--- src/rtl/inst_sequencer_pkg.sv ---
// Shared types, field positions and class rules for the instruction sequencer.
// Latency: n/a (types and pure functions only).
// Backpressure: n/a.
package inst_sequencer_pkg;

    // Encodings are visible on the debug state port and must stay fixed.
    typedef enum logic [3:0] {
        S_IDLE   = 4'd0,
        S_FETCH0 = 4'd1,
        S_FETCH1 = 4'd2,
        S_FETCH2 = 4'd3,
        S_ISSUE  = 4'd4,
        S_ERR    = 4'd15
    } seq_state_t;

    localparam int ALU_OP_W = 6;
    localparam int FIELD_W  = 4;

    // Word0 field positions
    localparam int CLS_LSB  = 12;
    localparam int DEST_LSB = 8;
    localparam int S1_LSB   = 4;
    localparam int S2_LSB   = 0;

    // Class boundaries and memory classes
    localparam logic [3:0] CLS_IMM_BASE = 4'h8;  // first two-word class
    localparam logic [3:0] CLS_EXT_BASE = 4'hC;  // first three-word class
    localparam logic [3:0] CLS_RD_IMM   = 4'hA;
    localparam logic [3:0] CLS_WR_IMM   = 4'hB;
    localparam logic [3:0] CLS_RD_EXT   = 4'hD;
    localparam logic [3:0] CLS_WR_EXT   = 4'hE;
    localparam logic [3:0] CLS_ILLEGAL  = 4'hF;

    // Upper two bits of alu_op for the classes that carry the op in the class field
    localparam logic [1:0] ALU_GRP_REG = 2'b00;
    localparam logic [1:0] ALU_GRP_IMM = 2'b01;

    // Instruction length in words; 0 marks the illegal class.
    function automatic logic [1:0] class_words(input logic [3:0] cls);
        if (cls == CLS_ILLEGAL) begin
            return 2'd0;
        end else if (cls >= CLS_EXT_BASE) begin
            return 2'd3;
        end else if (cls >= CLS_IMM_BASE) begin
            return 2'd2;
        end
        return 2'd1;
    endfunction

    function automatic logic class_mem_rd(input logic [3:0] cls);
        return (cls == CLS_RD_IMM) || (cls == CLS_RD_EXT);
    endfunction

    function automatic logic class_mem_wr(input logic [3:0] cls);
        return (cls == CLS_WR_IMM) || (cls == CLS_WR_EXT);
    endfunction

endpackage

--- src/rtl/inst_sequencer_if.sv ---
// Fetch, flush, micro-op and debug signals between the sequencer and its neighbours.
// Latency: n/a (wiring only).
// Backpressure: fetch and micro-op sides are independent valid/ready pairs.
interface inst_sequencer_if
    import inst_sequencer_pkg::*;
#(
    parameter int DATA_W = 16,
    parameter int REG_AW = 4
);
    logic                i_flush;
    logic [DATA_W-1:0]   i_fetch_data;
    logic                i_fetch_valid;
    logic                o_fetch_ready;
    logic                o_uop_valid;
    logic                i_uop_ready;
    logic [ALU_OP_W-1:0] o_alu_op;
    logic [REG_AW-1:0]   o_s1;
    logic [REG_AW-1:0]   o_s2;
    logic [REG_AW-1:0]   o_dest;
    logic                o_mem_rd;
    logic                o_mem_wr;
    logic [DATA_W-1:0]   o_imm;
    logic [3:0]          o_state;
    logic                o_err;

    // Environment side: fetch unit, execute stage and flush source.
    modport master (
        output i_flush, i_fetch_data, i_fetch_valid, i_uop_ready,
        input  o_fetch_ready, o_uop_valid, o_alu_op, o_s1, o_s2, o_dest,
               o_mem_rd, o_mem_wr, o_imm, o_state, o_err
    );

    // Sequencer side.
    modport slave (
        input  i_flush, i_fetch_data, i_fetch_valid, i_uop_ready,
        output o_fetch_ready, o_uop_valid, o_alu_op, o_s1, o_s2, o_dest,
               o_mem_rd, o_mem_wr, o_imm, o_state, o_err
    );

endinterface

--- src/rtl/inst_sequencer_field_decode.sv ---
// Splits instruction word0 into class/register fields and length, and flags illegal encodings.
// Latency: combinational.
// Backpressure: none.
module inst_sequencer_field_decode
    import inst_sequencer_pkg::*;
#(
    parameter int DATA_W    = 16,
    parameter int MAX_WORDS = 3,
    parameter int REG_AW    = 4
)(
    input  logic [DATA_W-1:0] word0,
    output logic [3:0]        cls,
    output logic [REG_AW-1:0] dest,
    output logic [REG_AW-1:0] s1,
    output logic [REG_AW-1:0] s2,
    output logic [1:0]        nwords,
    output logic              illegal
);

    logic rsvd_nz;

    // Bits above the 16-bit encoding only exist for wider words and must be zero.
    generate
        if (DATA_W > 16) begin : g_rsvd
            assign rsvd_nz = |word0[DATA_W-1:16];
        end else begin : g_no_rsvd
            assign rsvd_nz = 1'b0;
        end
    endgenerate

    // Field extraction, length lookup and legality for the configured maximum length.
    always_comb begin
        cls     = word0[CLS_LSB +: FIELD_W];
        dest    = REG_AW'(word0[DEST_LSB +: FIELD_W]);
        s1      = REG_AW'(word0[S1_LSB +: FIELD_W]);
        s2      = REG_AW'(word0[S2_LSB +: FIELD_W]);
        nwords  = class_words(cls);
        illegal = (nwords == 2'd0) || (int'(nwords) > MAX_WORDS) || rsvd_nz;
    end

endmodule

--- src/rtl/inst_sequencer.sv ---
// Fetches 1..MAX_WORDS instruction words and issues one registered micro-op per instruction.
// Latency: last word accepted at cycle N gives uop_valid at N+1; 1-word instrs stream one per cycle.
// Backpressure: micro-op held stable until ready; fetch only accepted when the issue slot frees.
module inst_sequencer
    import inst_sequencer_pkg::*;
#(
    parameter int DATA_W    = 16,
    parameter int MAX_WORDS = 3,
    parameter int REG_AW    = 4
)(
    input  logic             i_clk,
    input  logic             i_rst_n,
    inst_sequencer_if.slave  bus
);

    seq_state_t state_q;
    seq_state_t state_d;
    logic       err_q;

    // Partially fetched instruction
    logic [3:0]          cls_q;
    logic [REG_AW-1:0]   dest_q;
    logic [REG_AW-1:0]   s1_q;
    logic [REG_AW-1:0]   s2_q;
    logic [1:0]          nwords_q;
    logic [ALU_OP_W-1:0] ext_op_q;

    // Registered micro-op
    logic [ALU_OP_W-1:0] alu_op_q;
    logic [REG_AW-1:0]   uop_dest_q;
    logic [REG_AW-1:0]   uop_s1_q;
    logic [REG_AW-1:0]   uop_s2_q;
    logic                mem_rd_q;
    logic                mem_wr_q;
    logic [DATA_W-1:0]   imm_q;

    // Decoder outputs for the word currently on the fetch port
    logic [3:0]          dec_cls;
    logic [REG_AW-1:0]   dec_dest;
    logic [REG_AW-1:0]   dec_s1;
    logic [REG_AW-1:0]   dec_s2;
    logic [1:0]          dec_nwords;
    logic                dec_illegal;

    // Control
    logic                fetch_ready;
    logic                uop_valid;
    logic                take0;
    logic                take1;
    logic                take2;
    logic                err_set;

    // Next micro-op
    logic                out_load;
    logic [ALU_OP_W-1:0] alu_op_d;
    logic [REG_AW-1:0]   uop_dest_d;
    logic [REG_AW-1:0]   uop_s1_d;
    logic [REG_AW-1:0]   uop_s2_d;
    logic                mem_rd_d;
    logic                mem_wr_d;
    logic [DATA_W-1:0]   imm_d;

    inst_sequencer_field_decode #(
        .DATA_W    (DATA_W),
        .MAX_WORDS (MAX_WORDS),
        .REG_AW    (REG_AW)
    ) u_decode (
        .word0   (bus.i_fetch_data),
        .cls     (dec_cls),
        .dest    (dec_dest),
        .s1      (dec_s1),
        .s2      (dec_s2),
        .nwords  (dec_nwords),
        .illegal (dec_illegal)
    );

    // Next state, handshake outputs and word-accept strobes; flush overrides everything.
    always_comb begin
        state_d     = state_q;
        fetch_ready = 1'b0;
        uop_valid   = 1'b0;
        take0       = 1'b0;
        take1       = 1'b0;
        take2       = 1'b0;
        err_set     = 1'b0;

        if (bus.i_flush) begin
            state_d = S_FETCH0;
        end else begin
            case (state_q)
                S_IDLE: begin
                    state_d = S_FETCH0;
                end
                S_FETCH0: begin
                    fetch_ready = 1'b1;
                    take0       = bus.i_fetch_valid;
                end
                S_FETCH1: begin
                    fetch_ready = 1'b1;
                    take1       = bus.i_fetch_valid;
                    if (bus.i_fetch_valid) begin
                        state_d = (nwords_q == 2'd2) ? S_ISSUE : S_FETCH2;
                    end
                end
                S_FETCH2: begin
                    fetch_ready = 1'b1;
                    take2       = bus.i_fetch_valid;
                    if (bus.i_fetch_valid) begin
                        state_d = S_ISSUE;
                    end
                end
                S_ISSUE: begin
                    // A new word0 may only enter once the pending micro-op leaves.
                    uop_valid   = 1'b1;
                    fetch_ready = bus.i_uop_ready;
                    if (bus.i_uop_ready) begin
                        take0 = bus.i_fetch_valid;
                        if (!bus.i_fetch_valid) begin
                            state_d = S_FETCH0;
                        end
                    end
                end
                S_ERR: begin
                    state_d = S_ERR;
                end
                default: begin
                    state_d = S_IDLE;
                end
            endcase

            if (take0) begin
                if (dec_illegal) begin
                    state_d = S_ERR;
                    err_set = 1'b1;
                end else if (dec_nwords == 2'd1) begin
                    state_d = S_ISSUE;
                end else begin
                    state_d = S_FETCH1;
                end
            end
        end
    end

    // Assemble the micro-op on the cycle its last word is accepted.
    always_comb begin
        out_load   = 1'b0;
        alu_op_d   = '0;
        uop_dest_d = dest_q;
        uop_s1_d   = s1_q;
        uop_s2_d   = s2_q;
        mem_rd_d   = class_mem_rd(cls_q);
        mem_wr_d   = class_mem_wr(cls_q);
        imm_d      = '0;

        if (take0 && !dec_illegal && (dec_nwords == 2'd1)) begin
            out_load   = 1'b1;
            alu_op_d   = {ALU_GRP_REG, dec_cls};
            uop_dest_d = dec_dest;
            uop_s1_d   = dec_s1;
            uop_s2_d   = dec_s2;
            mem_rd_d   = class_mem_rd(dec_cls);
            mem_wr_d   = class_mem_wr(dec_cls);
            imm_d      = '0;
        end else if (take1 && (nwords_q == 2'd2)) begin
            out_load = 1'b1;
            alu_op_d = {ALU_GRP_IMM, cls_q};
            imm_d    = bus.i_fetch_data;
        end else if (take2) begin
            out_load = 1'b1;
            alu_op_d = ext_op_q;
            imm_d    = bus.i_fetch_data;
        end
    end

    // State register.
    always_ff @(posedge i_clk) begin
        if (!i_rst_n) begin
            state_q <= S_IDLE;
        end else begin
            state_q <= state_d;
        end
    end

    // Sticky illegal-instruction flag, cleared only by flush or reset.
    always_ff @(posedge i_clk) begin
        if (!i_rst_n) begin
            err_q <= 1'b0;
        end else if (bus.i_flush) begin
            err_q <= 1'b0;
        end else if (err_set) begin
            err_q <= 1'b1;
        end
    end

    // Holds word0 fields and the word1 op until the instruction completes; flush discards them.
    always_ff @(posedge i_clk) begin
        if (!i_rst_n || bus.i_flush) begin
            cls_q    <= '0;
            dest_q   <= '0;
            s1_q     <= '0;
            s2_q     <= '0;
            nwords_q <= '0;
            ext_op_q <= '0;
        end else begin
            if (take0) begin
                cls_q    <= dec_cls;
                dest_q   <= dec_dest;
                s1_q     <= dec_s1;
                s2_q     <= dec_s2;
                nwords_q <= dec_nwords;
            end
            if (take1) begin
                ext_op_q <= bus.i_fetch_data[ALU_OP_W-1:0];
            end
        end
    end

    // Registered micro-op; only reloads when the issue slot is free, so it stays stable under stall.
    always_ff @(posedge i_clk) begin
        if (!i_rst_n) begin
            alu_op_q   <= '0;
            uop_dest_q <= '0;
            uop_s1_q   <= '0;
            uop_s2_q   <= '0;
            mem_rd_q   <= 1'b0;
            mem_wr_q   <= 1'b0;
            imm_q      <= '0;
        end else if (out_load) begin
            alu_op_q   <= alu_op_d;
            uop_dest_q <= uop_dest_d;
            uop_s1_q   <= uop_s1_d;
            uop_s2_q   <= uop_s2_d;
            mem_rd_q   <= mem_rd_d;
            mem_wr_q   <= mem_wr_d;
            imm_q      <= imm_d;
        end
    end

    assign bus.o_fetch_ready = fetch_ready;
    assign bus.o_uop_valid   = uop_valid;
    assign bus.o_alu_op      = alu_op_q;
    assign bus.o_dest        = uop_dest_q;
    assign bus.o_s1          = uop_s1_q;
    assign bus.o_s2          = uop_s2_q;
    assign bus.o_mem_rd      = mem_rd_q;
    assign bus.o_mem_wr      = mem_wr_q;
    assign bus.o_imm         = imm_q;
    assign bus.o_state       = state_q;
    assign bus.o_err         = err_q;

endmodule

--- src/flat_wrapper.sv ---
// flat-port wrapper written by rule: the top's interface ports become plain ports
module inst_sequencer_flat import inst_sequencer_pkg::*;
#(
    parameter int DATA_W    = 16,
    parameter int MAX_WORDS = 3,
    parameter int REG_AW    = 4
)
  (i_clk, i_rst_n, bus_i_flush, bus_i_fetch_data, bus_i_fetch_valid, bus_i_uop_ready, bus_o_fetch_ready, bus_o_uop_valid, bus_o_alu_op, bus_o_s1, bus_o_s2, bus_o_dest, bus_o_mem_rd, bus_o_mem_wr, bus_o_imm, bus_o_state, bus_o_err);
  inst_sequencer_if #(.DATA_W(DATA_W), .REG_AW(REG_AW)) bus_i ();
  input  logic i_clk;
  input  logic i_rst_n;
  input wire logic [$bits(bus_i.i_flush)-1:0] bus_i_flush;
  input wire logic [$bits(bus_i.i_fetch_data)-1:0] bus_i_fetch_data;
  input wire logic [$bits(bus_i.i_fetch_valid)-1:0] bus_i_fetch_valid;
  input wire logic [$bits(bus_i.i_uop_ready)-1:0] bus_i_uop_ready;
  output wire logic [$bits(bus_i.o_fetch_ready)-1:0] bus_o_fetch_ready;
  output wire logic [$bits(bus_i.o_uop_valid)-1:0] bus_o_uop_valid;
  output wire logic [$bits(bus_i.o_alu_op)-1:0] bus_o_alu_op;
  output wire logic [$bits(bus_i.o_s1)-1:0] bus_o_s1;
  output wire logic [$bits(bus_i.o_s2)-1:0] bus_o_s2;
  output wire logic [$bits(bus_i.o_dest)-1:0] bus_o_dest;
  output wire logic [$bits(bus_i.o_mem_rd)-1:0] bus_o_mem_rd;
  output wire logic [$bits(bus_i.o_mem_wr)-1:0] bus_o_mem_wr;
  output wire logic [$bits(bus_i.o_imm)-1:0] bus_o_imm;
  output wire logic [$bits(bus_i.o_state)-1:0] bus_o_state;
  output wire logic [$bits(bus_i.o_err)-1:0] bus_o_err;
  assign bus_i.i_flush = bus_i_flush;
  assign bus_i.i_fetch_data = bus_i_fetch_data;
  assign bus_i.i_fetch_valid = bus_i_fetch_valid;
  assign bus_i.i_uop_ready = bus_i_uop_ready;
  assign bus_o_fetch_ready = bus_i.o_fetch_ready;
  assign bus_o_uop_valid = bus_i.o_uop_valid;
  assign bus_o_alu_op = bus_i.o_alu_op;
  assign bus_o_s1 = bus_i.o_s1;
  assign bus_o_s2 = bus_i.o_s2;
  assign bus_o_dest = bus_i.o_dest;
  assign bus_o_mem_rd = bus_i.o_mem_rd;
  assign bus_o_mem_wr = bus_i.o_mem_wr;
  assign bus_o_imm = bus_i.o_imm;
  assign bus_o_state = bus_i.o_state;
  assign bus_o_err = bus_i.o_err;
  inst_sequencer #(.DATA_W(DATA_W), .MAX_WORDS(MAX_WORDS), .REG_AW(REG_AW)) u_core (.i_clk(i_clk), .i_rst_n(i_rst_n), .bus(bus_i));
endmodule
--- config.mk ---
export PLATFORM = sky130hd
export DESIGN_NAME = inst_sequencer_flat
export DESIGN_NICKNAME = d
export VERILOG_FILES = /design/src/rtl/inst_sequencer_pkg.sv /design/src/rtl/inst_sequencer_if.sv /design/src/rtl/inst_sequencer_field_decode.sv /design/src/rtl/inst_sequencer.sv /design/src/flat_wrapper.sv
export SDC_FILE = /design/constraint.sdc
export NUM_CORES = 1
export LEC_CHECK = 0
export ABC_AREA = 1
export CAP_MARGIN = 20
export CORE_MARGIN = 3
export CORE_UTILIZATION = 42
export DETAILED_ROUTE_END_ITERATION = 10
export PLACE_DENSITY = 0.74
export REMOVE_ABC_BUFFERS = 1
export SLEW_MARGIN = 20
export SYNTH_ARGS = -nofsm -noshare
export SYNTH_HDL_FRONTEND = slang
export SYNTH_SLANG_ARGS = --single-unit
--- constraint.sdc ---
create_clock -name i_clk -period 1.88 [get_ports i_clk]
set_clock_uncertainty 0.05 [all_clocks]
set_input_delay 0.47 -clock i_clk [delete_from_list [all_inputs] [get_ports i_clk]]
set_output_delay 0.47 -clock i_clk [all_outputs]
set_load 0.02 [all_outputs]
==> impl_metrics.py <==
metrics = {
    "status": {
        "outcome": "finished, final reports clean",
    },
    "sta": {
        "hold_slack_ns": 0.406,
        "timing_hold_violations_final": 0,
        "setup_viol_count_final": 0,
        "max_clock_freq_mhz": 541,
        "period_share": 0.982,
        "final-max-slew-violation-count": 0,
        "timing.setup.tns_ns": 0,
        "max-slew-margin-rel": 0.813,
        "worst_slew_pin_slew_ns": 0.278,
        "finalWorstPathRequiredPeriod_ns": 1.85,
        "rsz0062_at_grt": "true",
    },
    "clock_network": {
        "cts_tree": "yes",
        "cts_max_level": 3,
        "worst_setup_hold_path_clk_slew_ns": 0.08,
        "post_cts_hold_buffer_count": 0,
        "clk-insertion-delay-late_ns": 0.34,
        "clock_tree.root_cell": "sky130_fd_sc_hd__clkbuf_8",
        "clock_sink_count": 65,
        "tritoncts.num_buffers": 9,
        "clock_path_buffers": 2,
    },
    "routing": {
        "detail-route-antenna-nets": 0,
        "detailedRoute.firstIterationViolations": 251,
        "drt_pass1_iterations": 5,
        "per_cell_via_count_in_the_routed_design": 5.00,
        "drc_violation_count_after_routing": 0,
        "num_vias": 3013,
        "routed_wl_microns": 8160,
        "wl_per_cell_microns": 13.5,
    },
    "synthesis": {
        "synth_top_area_share": 0.449,
        "synth_cell_type_count": 29,
        "muxShareOfSynthArea": 0,
        "synth_sequential_area_ratio": 0.449,
        "async_reset_ff_frac": 0,
        "avgSynthCellArea_sq_um": 7.00,
        "synthAdderAreaFrac": 0,
        "netlist_instances": 414,
        "synth_compound_gate_area_share": 0.111,
        "syn-cell-area_sq_um": 2900,
        "synthDominantAreaCellType": "sky130_fd_sc_hd__dfxtp_1",
        "largest_family_of_logic_cells_by_synthesized_area": "simple AND/OR/NAND/NOR gates",
        "synthXorXnorAreaFrac": 0,
        "yosys_most_used_dff": "sky130_fd_sc_hd__dfxtp_1",
        "yosys_reg_bits": 65,
        "synth_enable_flop_cells": 0,
        "synth_area_leaders": "sky130_fd_sc_hd__dfxtp_1 45%, sky130_fd_sc_hd__nand2_1 12%, sky130_fd_sc_hd__nor2_1 10%",
        "yosys_warnings": 0,
        "post_synth_and_or_nand_nor_area_fraction": 0.339,
    },
    "layout": {
        "multi_input_area_sq_um": 1350,
        "area.growth.synth_to_final_pct": 46.2,
        "area.sequential_sq_um": 1300,
        "fillCellCount": 570,
        "most_common_cell_after_layout_fill_and_taps_aside": "sky130_fd_sc_hd__nand2_1",
        "num_antenna_cells": 0,
        "layout.cells.most_common_list": "94 x sky130_fd_sc_hd__nand2_1, 78 x sky130_fd_sc_hd__nor2_1, 64 x sky130_fd_sc_hd__dfxtp_1",
        "final_design_area_no_fill_sq_um": 4240,
        "final_layout_size_suffix_gt1_frac": 0.181,
        "design.final.nets": 542,
        "final_util": 0.648,
    },
    "critical_path": {
        "r2r_slack_ns": 0.20,
        "cpLargestDelayFamily": "flip-flops",
        "crit_type": "reg2out",
        "worst_path_max_delay_cell": "sky130_fd_sc_hd__dfxtp_1",
        "critical-path-max-stage-delay_ns": 0.37,
        "worstPathBufferInverterCount": 2,
        "worst_flop_to_flop_path_startpoint": "u_core.bus.o_state[3]",
        "cp_data_arrival_time_ns": 1.33,
        "worst_ep_required_time_ns": 1.36,
        "critical_path.reg2reg.endpoint": "u_core.s2_q[2]",
        "critical_path.cell_chain": "inv_1 -> nor2_2 -> nand3_1 -> a21oi_1 -> buf_4",
        "cp-end-kind": "primary output",
        "worst_r2r_path_depth": 9,
        "worst-path-max-fanout": 3,
        "category_of_the_worst_setup_path_launch_point": "flip-flop",
    },
    "grt": {
        "number_of_antenna_violations_at_the_first_check_in_global_routing": 0,
        "overflow": 0,
        "grt_use_total": 0.215,
        "first_global_vias": 2827,
        "global_route.peak_usage_layer": "met2",
        "grt_pass1_wl_microns": 13300,
        "grt_start_max_net_pins": 24,
        "grt.met3_usage": 0.0359,
        "grt_util_met1": 0.301,
        "grtUsageMet2": 0.331,
    },
    "floorplanning": {
        "floorplan.die.width_microns": 89.0,
        "floorplan.core_area_sq_um": 6530,
        "dieHeight_microns": 89.0,
        "boundaryPins": 64,
        "start_util": 0.443,
        "rows": 29,
        "fp.dieArea_sq_um": 7930,
    },
    "min_path": {
        "hold_path.class": "reg2reg",
        "worst_min_delay_path_endpoint": "u_core.bus.o_err",
        "hold_path.startpoint": "u_core.bus.o_err",
        "holdPathStages": 2,
    },
    "place": {
        "io_buffer_count": 63,
        "detailedPlacementHpwl_microns": 5590,
        "gp_congestion": 0.858,
        "placement.cell_area_sq_um": 3910,
    },
    "power_and_ir_drop": {
        "vdd.ir_drop.worst_mv": 0.477,
        "static-leakage-power_nw": 1.79,
        "power.density_nw_per_um2": 782,
    },
    "flow_run": {
        "cap_viol_max_count": 0,
    },
}
-- metal layers --
layer,up-vias,wire (microns)
li1,1536,-
met1,1353,3770
met2,113,3710
met3,11,545
met4,0,133
met5,-,0
-- what timing repair did --
action                                  CTS  global route
endpoints found under the setup margin    6            15
gates resized for setup                  15            12
buffers inserted                          0             5
cloned                                    0             1
pin swaps                                 0             5
-- layout make-up --
| type | instances | share of cell area |
|---|---|---|
| sequential | 65 | 0.308 |
| clock buffer | 10 | 0.0301 |
| inverter | 44 | 0.0399 |
| multi-input combinational | 288 | 0.319 |
| clock inverter | 6 | 0.0272 |
| tap | 77 | 0.0227 |
| timing repair buffer | 113 | 0.253 |
-- cell usage after synthesis (2+ instances only) --
cell type / n
sky130_fd_sc_hd__buf_4: 4
sky130_fd_sc_hd__o211ai_1: 2
sky130_fd_sc_hd__inv_1: 38
sky130_fd_sc_hd__nor2_1: 80
sky130_fd_sc_hd__nor2_2: 9
sky130_fd_sc_hd__nand2_2: 4
sky130_fd_sc_hd__buf_2: 3
sky130_fd_sc_hd__clkbuf_1: 6
sky130_fd_sc_hd__inv_2: 3
sky130_fd_sc_hd__clkinv_1: 3
sky130_fd_sc_hd__nand4_1: 17
sky130_fd_sc_hd__a21oi_1: 31
sky130_fd_sc_hd__buf_6: 3
sky130_fd_sc_hd__o21ai_0: 23
sky130_fd_sc_hd__dfxtp_1: 65
sky130_fd_sc_hd__nand3_1: 17
sky130_fd_sc_hd__nand2_1: 94
-- tightest hold or removal path, cell delays in order (launching register included) --
cell,delay [ns]
sky130_fd_sc_hd__dfxtp_1,0.31
sky130_fd_sc_hd__inv_1,0.05
sky130_fd_sc_hd__a21oi_1,0.05
-- through the flow --
step,total power [mW],std cells,setup slack (ns)
after floorplan,1.62,396,-0.0814
after global placement,1.85,581,-0.415
after detailed placement,1.85,581,-0.508
after CTS,3.30,597,-0.00778
after global routing,3.42,603,-0.0320
final,3.31,603,0.0332
-- registers in the layout, summed over array words and instances, names as in the netlist --
register / count
u_core.s2_q: 4
u_core.bus.o_s2: 4
u_core.bus.o_imm: 16
u_core.ext_op_q: 6
u_core.bus.o_s1: 4
u_core.bus.o_mem_rd: 1
u_core.cls_q: 4
u_core.nwords_q: 2
u_core.bus.o_dest: 4
u_core.bus.o_state: 4
u_core.s1_q: 4
u_core.bus.o_err: 1
u_core.dest_q: 4
u_core.bus.o_alu_op: 6
u_core.bus.o_mem_wr: 1
-- power by group --
part           total, mW  internal [mW]  switching (mW)
logic              0.425          0.191           0.234
clock network       1.47          0.888           0.577
registers           1.42           1.40          0.0176
total               3.31           2.48           0.828
-- cells by family after synthesis --
| kind of cell | after synthesis |
|---|---|
| buf+inv | 62 |
| simple gates | 226 |
| compound gates | 61 |
| flops | 65 |
-- how the worst max path moves through the flow --
| stage | cells after the start | end | from |
|---|---|---|---|
| final | 5 | bus_o_fetch_ready | u_core.bus.o_state[2] |
| after detailed placement | 3 | bus_o_uop_valid | bus_i_flush |
| after global placement | 3 | bus_o_uop_valid | bus_i_flush |
| after CTS | 3 | bus_o_uop_valid | bus_i_flush |
| after global routing | 5 | bus_o_fetch_ready | u_core.bus.o_state[2] |
| after floorplan | 9 | u_core.nwords_q[0] | u_core.bus.o_state[2] |
Note: power is estimated with default switching activity, not from simulation.
